## config.mk

```make
export PLATFORM = sky130hd
export DESIGN_NAME = macc_arbiter
export DESIGN_NICKNAME = d
export VERILOG_FILES = /design/src/rtl/macc_pkg.sv /design/src/rtl/macc_pipe.sv /design/src/rtl/macc_arbiter.sv
export SDC_FILE = /design/constraint.sdc
export NUM_CORES = 1
export LEC_CHECK = 0
export CORE_MARGIN = 5
export CORE_UTILIZATION = 54
export CTS_CLUSTER_SIZE = 20
export DETAILED_ROUTE_END_ITERATION = 10
export PLACE_DENSITY_LB_ADDON = 0.1
export SLEW_MARGIN = 20
export SYNTH_ARGS = -nofsm -noshare
export SYNTH_HDL_FRONTEND = slang
export SYNTH_SLANG_ARGS = --single-unit
```

## constraint.sdc

```tcl
create_clock -name clk_in -period 13.3 [get_ports clk_in]
set_input_delay 2.66 -clock clk_in [delete_from_list [all_inputs] [get_ports clk_in]]
set_output_delay 2.66 -clock clk_in [all_outputs]
set_load 0.02 [all_outputs]
```

## src/rtl/macc_pkg.sv

```systemverilog
// Shared types and Q-format helpers for the arbitrated MACC.
// The stage record is sized for the widest supported word. Each user slices it down to WIDTH.
package macc_pkg;

    localparam int MAX_WIDTH = 32;
    localparam int MAX_ID_W  = 3;
    localparam int WIDE_W    = 2 * MAX_WIDTH + 1;

    typedef logic signed [MAX_WIDTH-1:0] word_t;
    typedef logic signed [WIDE_W-1:0]    wide_t;

    typedef struct packed {
        logic                valid;
        logic [MAX_ID_W-1:0] id;
        word_t               y;
        logic                sat;
    } stage_t;

    // Largest value representable in a signed word of the given width.
    function automatic wide_t sat_max(input int unsigned width);
        wide_t one;
        one = wide_t'(1);
        return (one <<< (width - 1)) - one;
    endfunction

    // Smallest value representable in a signed word of the given width.
    function automatic wide_t sat_min(input int unsigned width);
        wide_t one;
        one = wide_t'(1);
        return -(one <<< (width - 1));
    endfunction

endpackage

```

## src/rtl/macc_pipe.sv

```systemverilog
// Shared multiply-accumulate pipeline: y = sat((m*x) >>> FRAC + b).
// Each stage holds {valid, id, y, sat}. The whole pipe moves only when advance is high.
module macc_pipe
    import macc_pkg::*;
#(
    parameter int WIDTH    = 16,
    parameter int FRAC     = 8,
    parameter int MACC_LAT = 2,
    parameter int ID_W     = 2
) (
    input  logic                    clk_in,
    input  logic                    rst_in,
    input  logic signed [WIDTH-1:0] m_in,
    input  logic signed [WIDTH-1:0] x_in,
    input  logic signed [WIDTH-1:0] b_in,
    input  logic                    in_valid,
    input  logic [ID_W-1:0]         in_id,
    input  logic                    advance,
    output logic signed [WIDTH-1:0] y_out,
    output logic                    sat_out,
    output logic                    out_valid,
    output logic [ID_W-1:0]         out_id
);

    typedef logic signed [2*WIDTH-1:0] prod_t;

    // Arithmetic shift of a signed value rounds toward minus infinity.
    function automatic wide_t floor_shift(input prod_t p);
        return wide_t'(p >>> FRAC);
    endfunction

    // Returns {clamped, y}.
    function automatic logic [WIDTH:0] saturate(input wide_t s);
        wide_t hi;
        wide_t lo;
        hi = sat_max(WIDTH);
        lo = sat_min(WIDTH);
        if (s > hi) begin
            return {1'b1, WIDTH'(hi)};
        end else if (s < lo) begin
            return {1'b1, WIDTH'(lo)};
        end
        return {1'b0, WIDTH'(s)};
    endfunction

    prod_t          prod_p0;
    wide_t          sum_p0;
    logic [WIDTH:0] sat_res_p0;
    stage_t         entry_p0;

    stage_t stage_q [MACC_LAT];
    stage_t stage_d [MACC_LAT];

    // Stage 0 (combinational): full product, floor shift, add, clamp.
    always_comb begin
        prod_p0    = prod_t'(m_in) * prod_t'(x_in);
        sum_p0     = floor_shift(prod_p0) + wide_t'(b_in);
        sat_res_p0 = saturate(sum_p0);
        entry_p0   = '0;
        if (in_valid) begin
            entry_p0.valid         = 1'b1;
            entry_p0.id[ID_W-1:0]  = in_id;
            entry_p0.y             = word_t'(signed'(sat_res_p0[WIDTH-1:0]));
            entry_p0.sat           = sat_res_p0[WIDTH];
        end
    end

    // Stages 1..MACC_LAT: move as one unit, or hold as one unit.
    always_comb begin
        for (int k = 0; k < MACC_LAT; k++) begin
            stage_d[k] = stage_q[k];
        end
        if (advance) begin
            stage_d[0] = entry_p0;
            for (int k = 1; k < MACC_LAT; k++) begin
                stage_d[k] = stage_q[k-1];
            end
        end
    end

    always_ff @(posedge clk_in) begin
        if (rst_in) begin
            for (int k = 0; k < MACC_LAT; k++) begin
                stage_q[k] <= '0;
            end
        end else begin
            for (int k = 0; k < MACC_LAT; k++) begin
                stage_q[k] <= stage_d[k];
            end
        end
    end

    assign out_valid = stage_q[MACC_LAT-1].valid;
    assign out_id    = stage_q[MACC_LAT-1].id[ID_W-1:0];
    assign y_out     = stage_q[MACC_LAT-1].y[WIDTH-1:0];
    assign sat_out   = stage_q[MACC_LAT-1].sat;

    logic unused_stage_bits;
    assign unused_stage_bits = ^stage_q[MACC_LAT-1];

endmodule

```

## src/rtl/macc_arbiter.sv

```systemverilog
// Round-robin arbiter in front of a single shared MACC pipeline.
// Holds only the grant logic, the handshake and the last_grant state. All arithmetic is in macc_pipe.
module macc_arbiter
    import macc_pkg::*;
#(
    parameter int N_REQ    = 4,
    parameter int WIDTH    = 16,
    parameter int FRAC     = 8,
    parameter int MACC_LAT = 2
) (
    input  logic                           clk_in,
    input  logic                           rst_in,
    input  logic [N_REQ-1:0]               req_valid_in,
    output logic [N_REQ-1:0]               req_ready_out,
    input  logic [N_REQ-1:0][WIDTH-1:0]    req_m_in,
    input  logic [N_REQ-1:0][WIDTH-1:0]    req_x_in,
    input  logic [N_REQ-1:0][WIDTH-1:0]    req_b_in,
    output logic                           out_valid_out,
    input  logic                           out_ready_in,
    output logic [WIDTH-1:0]               out_y_out,
    output logic [$clog2(N_REQ)-1:0]       out_id_out,
    output logic                           out_sat_out
);

    localparam int ID_W = $clog2(N_REQ);

    logic [ID_W-1:0] last_grant_q;
    logic [ID_W-1:0] last_grant_d;
    logic [ID_W-1:0] cand;
    logic [ID_W-1:0] grant_id;
    logic            grant_found;
    logic            advance;
    logic            accept;

    logic signed [WIDTH-1:0] sel_m;
    logic signed [WIDTH-1:0] sel_x;
    logic signed [WIDTH-1:0] sel_b;
    logic signed [WIDTH-1:0] pipe_y;
    logic                    pipe_sat;
    logic                    pipe_valid;
    logic [ID_W-1:0]         pipe_id;

    // An empty final stage always lets the pipe move, so bubbles collapse.
    assign advance = !pipe_valid || out_ready_in;

    // Search from the requester after the last winner, wrapping around.
    always_comb begin
        grant_found = 1'b0;
        grant_id    = '0;
        cand        = '0;
        for (int k = 1; k <= N_REQ; k++) begin
            cand = ID_W'((int'(last_grant_q) + k) % N_REQ);
            if (!grant_found && req_valid_in[cand]) begin
                grant_found = 1'b1;
                grant_id    = cand;
            end
        end
    end

    always_comb begin
        req_ready_out = '0;
        if (!rst_in && advance && grant_found) begin
            req_ready_out[grant_id] = 1'b1;
        end
    end

    assign accept = |req_ready_out;

    always_comb begin
        last_grant_d = last_grant_q;
        if (accept) begin
            last_grant_d = grant_id;
        end
    end

    always_ff @(posedge clk_in) begin
        if (rst_in) begin
            last_grant_q <= ID_W'(N_REQ - 1);
        end else begin
            last_grant_q <= last_grant_d;
        end
    end

    assign sel_m = req_m_in[grant_id];
    assign sel_x = req_x_in[grant_id];
    assign sel_b = req_b_in[grant_id];

    macc_pipe #(
        .WIDTH    (WIDTH),
        .FRAC     (FRAC),
        .MACC_LAT (MACC_LAT),
        .ID_W     (ID_W)
    ) u_pipe (
        .clk_in    (clk_in),
        .rst_in    (rst_in),
        .m_in      (sel_m),
        .x_in      (sel_x),
        .b_in      (sel_b),
        .in_valid  (accept),
        .in_id     (grant_id),
        .advance   (advance),
        .y_out     (pipe_y),
        .sat_out   (pipe_sat),
        .out_valid (pipe_valid),
        .out_id    (pipe_id)
    );

    // Outputs read as idle for the whole time reset is held, including the cycle before the reset edge.
    assign out_valid_out = pipe_valid & ~rst_in;
    assign out_y_out     = rst_in ? '0 : pipe_y;
    assign out_id_out    = rst_in ? '0 : pipe_id;
    assign out_sat_out   = pipe_sat & ~rst_in;

endmodule

```

# Word level (Yosys, flattened, before mapping)

Memory sizes are Yosys's and may differ from the RTL's.
Index checks and enable logic that the tools add are counted.
W data, S select, Z words.

Memories kept: 1
Register bits after elaboration: 2
Input bits: 199
Word-level logic and storage cells: 74
Output and inout bits: 24
Memory bits (writable): 74

Memory list:

| name           | depth | width | rd ports | clocked after memory_dff | write ports | RTL line        | RTL |
|---|---|---|---|---|---|---|---|
| u_pipe.stage_q | 2     | 37    | 2        | 0                        | 2           | macc_pipe.sv:51 | `stage_t stage_q [MACC_LAT];` |

Add/subtract/negate cells: 5
Bitwise gates (word level): 5
$mul: 1
Muxes and demuxes: 40
$lt $le $gt $ge: 8
Reductions and logical operators: 13

Operators by type and width:

| kind                   | number |
|---|---|
| $bmux W16 S2           | 3 |
| $mux W37               | 2 |
| $mux W74               | 1 |
| $gt A65 B16 Y1 const B | 1 |
| $lt A65 B16 Y1 const B | 1 |
| $mux W16               | 4 |
| $mux W17               | 3 |
| $mux W35               | 1 |
| $mul A16 B16 Y32       | 1 |
| $add A24 B16 Y25       | 1 |
| $lt A2 B3 Y1 const B   | 5 |
| $mux W1                | 15 |
| $mux W2                | 5 |
| $bmux W1 S2            | 4 |
| $logic_and A1 B1 Y1    | 6 |
| $logic_not A1 Y1       | 5 |
| $add A2 B1 Y2 const B  | 2 |
| $add A2 B2 Y2 const B  | 2 |
| $mux W4                | 1 |
| $reduce_or A4 Y1       | 1 |
| $and A1 B1 Y1          | 2 |
| $demux W1 S2           | 1 |
| $ge A2 B1 Y1 const B   | 1 |
| $or A1 B1 Y1           | 2 |
| other kinds (2)        | 2 |

# Longest topological paths before layout

Depth after elaboration: 24
Depth in mapped cells: 47
Gate-level depth less buffers: 40

# Hierarchy

From an unflattened synthesis, not the netlist that was laid out.

Cell total of the unflattened synthesis: 1771
Area, all modules: 14805.4 µm²

By module, submodules not included:

| module       | cells an instance | area each (µm²) | instances | sequential area each (µm²) |
|---|---|---|---|---|
| macc_pipe    | 1420              | 12489.5         | 1         | 800.8 |
| macc_arbiter | 351               | 2316.0          | 1         | 40.0 |

# Least setup slack after synthesis

No wires, ideal clock.

Path kind: input -> register
Start: input req_valid_in[3]
End: memory u_pipe.stage_q[0][10] in the netlist's numbering
Path buffers: 6
Cell stages on the path: 41
Path slack: 1.034 ns
Library setup time: 0.119 ns
Data arrival time: 12.147 ns
Data required time: 13.181 ns
Cell sequence: nand2_1 a31oi_1 nor2b_1 buf_2 clkbuf_1 buf_1 nand3_1 o21ai_1 clkbuf_1 nor2_1 fa_1 inv_1 fa_1 inv_1 fa_1 fa_1 fa_1 inv_1 (+5 left out) or3_1 nor4_2 o31ai_1 nand2b_1 a21oi_1 xnor2_1 ha_1 inv_1 nor3_2 or3b_1 and2_1 o21bai_1 xor2_1 or4_1 buf_2 buf_6 a21oi_1 o21ai_1

RTL lines:

| element     | RTL line           | RTL |
|---|---|---|
| from (decl) | macc_arbiter.sv:13 | `input logic [N_REQ-1:0] req_valid_in,` |
| to (decl)   | macc_pipe.sv:51    |  |

==> flow_metrics.py <==
metrics = {
    "clock_network": {
        "cts.sinks": 42,
        "root_buffer": "clkbuf_16",
        "cts_hold_buffers": 0,
        "clock_latency_ps": 290,
        "cts_tree": "done",
        "clk_pin_slew_ps": 70,
        "numCtsBuffers": 5,
        "htree_num_levels": 2,
        "clockBufferDepth": 2,
    },
    "cells_and_area": {
        "fillers": 2313,
        "stdcell_area_mm2": 0.0173,
        "nets": 2634,
        "layout-drive-gt1-share_pct": 4.93,
        "area_delta_synth_final_pct": 21.0,
    },
    "routing": {
        "drt_wl_total_um": 47000,
        "vias": 13400,
        "drtIter0Drc": 998,
        "wl_per_cell_um": 19.6,
        "ant_nets": 0,
        "vias_per_cell": 5.58,
        "dr.pass1.iters": 7,
        "drc": 0,
    },
    "sta": {
        "setup_viol": 0,
        "max_freq_mhz": 78.4,
        "finalCriticalPeriod_ps": 12750,
        "hold_viol_final": 0,
        "maxSlewViolCount": 0,
        "fin_crit_sh_pct": 95.9,
        "slew_headroom_pct": 48.3,
        "worst_pin_slew_ps": 770,
        "fin_tns_setup_ps": 0,
        "fin_worst_skew_ps": 3.60,
    },
    "worst_hold_path": {
        "whs_path_depth": 2,
        "hold_start": "u_pipe.stage_q[0][36]",
        "hold_class": "register to register",
    },
    "die": {
        "top_level_ports": 223,
        "die-area_mm2": 0.0298,
        "coreArea_mm2": 0.0261,
        "core.rowCount": 59,
        "die_w_um": 173,
        "start_util_pct": 54.7,
        "die_y_um": 173,
    },
    "place": {
        "placed_area_mm2": 0.0170,
        "place_congestion": 0.995,
        "dpl.hpwl_um": 39800,
        "io_buffers": 222,
    },
    "global_route": {
        "grt-ovfl-total": 0,
        "track_usage_pct": 31.1,
        "grt_pass1_wl_um": 74500,
        "antenna_found_initial": 1,
        "grt_max_degree": 50,
        "first_global_vias": 13500,
    },
    "synth": {
        "synth_area_per_cell_um2": 7.61,
        "ys_seq_area_share_pct": 5.89,
        "synth_edf_count": 0,
        "ys_types": 77,
        "ys.flop_type": "dfxtp_1",
        "yosys-top-cells-area": "fa_1 37%, nand2_1 11%, ha_1 9.2%",
        "syn_nets": 2441,
        "yosys-top-cells-count": "419 x nand2_1, 341 x inv_1, 262 x fa_1, 157 x nor2_1, 105 x ha_1",
        "synthCells": 1875,
        "async_flop_share_pct": 0,
        "yosysTopAreaCellShare_pct": 36.8,
        "netlist_area_mm2": 0.0143,
        "synth_top_cell_by_area": "fa_1",
        "synth_most_common_cell": "nand2_1",
        "ys_ff_latch": 42,
        "ys_warn_count": 0,
    },
    "worst_setup_path": {
        "critPathMaxStageDelay_ps": 640,
        "crit_fanout": 17,
        "crit_end": "u_pipe.stage_q[0][6]",
        "r2r_cells": 38,
        "crit_path_frequent_cell": "fa_1",
        "crit_type": "primary input to register",
        "crit_start": "req_valid_in[3]",
        "crit_arrival_ps": 12910,
        "rr_endpoint": "u_pipe.stage_q[0][6]",
        "critPathLaunchType": "primary input",
        "required_ps": 13460,
        "r2r_start": "last_grant_q[1]",
        "setup.worst_path.end_class": "register",
        "r2r_slack_ps": 2930,
        "worst_path_max_delay_cell": "or4_4",
    },
    "flow_run": {
        "maxCapViolations": 0,
    },
    "status": {
        "outcome": "finished, final reports clean",
    },
}
==> cells by family (layout without fill, tap and decap cells) <==
logic type	after synthesis	in the layout	share of synthesized area [%]
adder cells (fa/ha/maj)	367	367	46.0
AND/OR/NAND/NOR	771	771	23.4
XOR/XNOR	45	45	2.76
other	0	1	0
flip-flops	42	42	5.89
AO/OA/AOI/OAI	219	219	10.1
multiplexers	6	6	0.517
buffers and inverters	425	619	11.4
==> critical path, delay by kind of cell <==
family / cells / cell delay, ps
AO/OA/AOI/OAI: 8 / 1320
buffers and inverters: 6 / 1400
adder cells (fa/ha/maj): 8 / 3960
AND/OR/NAND/NOR: 13 / 3400
XOR/XNOR: 1 / 130
==> flip-flops by register name, summed over array words and instances (netlist names) <==
signal,cells
last_grant_q,2
u_pipe.stage_q,40
==> cell type report <==
class                   count  area (um2)  area share [%]
flip-flops and latches     42         841            4.87
well taps                 335         419            2.43
diodes                      1        2.50          0.0145
multi-input cells        1408       11900            68.8
inverters                 341        1280            7.42
repair buffers            270        2670            15.5
clock inverters             3        45.0           0.261
clock buffers               5         125           0.725
==> metrics by stage <==
step	util, %	setup WS (ps)	hold slack [ps]	cells
after floorplan	-	1030	423	1875
after global placement	65.3	23.0	434	2396
after detailed placement	65.3	-147	438	2396
after CTS	66.0	116	448	2404
after global routing	66.2	-1.96	470	2405
final	66.2	547	448	2405
==> placed cells by master (no fill, tap or decap), types with 16 or more instances in the layout <==
cell type	instances
a21oi_1	71
fa_1	262
and3_1	21
xnor2_1	35
o21ai_1	16
a21o_1	16
buf_4	39
nor2b_1	24
dfxtp_1	42
ha_1	104
a31oi_1	22
nand3_1	61
nor2_1	156
o21ai_0	28
clkdlybuf4s50_1	222
nand2_1	419
and2_1	24
inv_1	340
==> per-layer routing <==
layer	share of wire, %	routed length, um	up-vias	track usage, %
met4	4.4	2060	0	10.9
met3	8.6	4040	108	5.50
met2	47	22100	623	50.7
li1	-	-	6173	-
met1	40	18800	6522	42.0
met5	0	0	-	0
==> timing repair <==
action / CTS / global route
buffers inserted: 0 / 0
gates resized for setup: 0 / 22
endpoints found under the hold margin: 0 / 0
setup endpoints to repair: 0 / 16
==> how the worst min path moves through the flow <==
stage / endpoint
finish: u_pipe.stage_q[0][36]
global route: u_pipe.stage_q[0][36]
CTS: u_pipe.stage_q[0][37]
detailed placement: u_pipe.stage_q[0][36]
global placement: u_pipe.stage_q[0][36]
floorplan: u_pipe.stage_q[0][34]
Power is left out: the tool's default activity adds up to more than one toggle a clock period on the data nets, which glitch-free logic cannot reach.
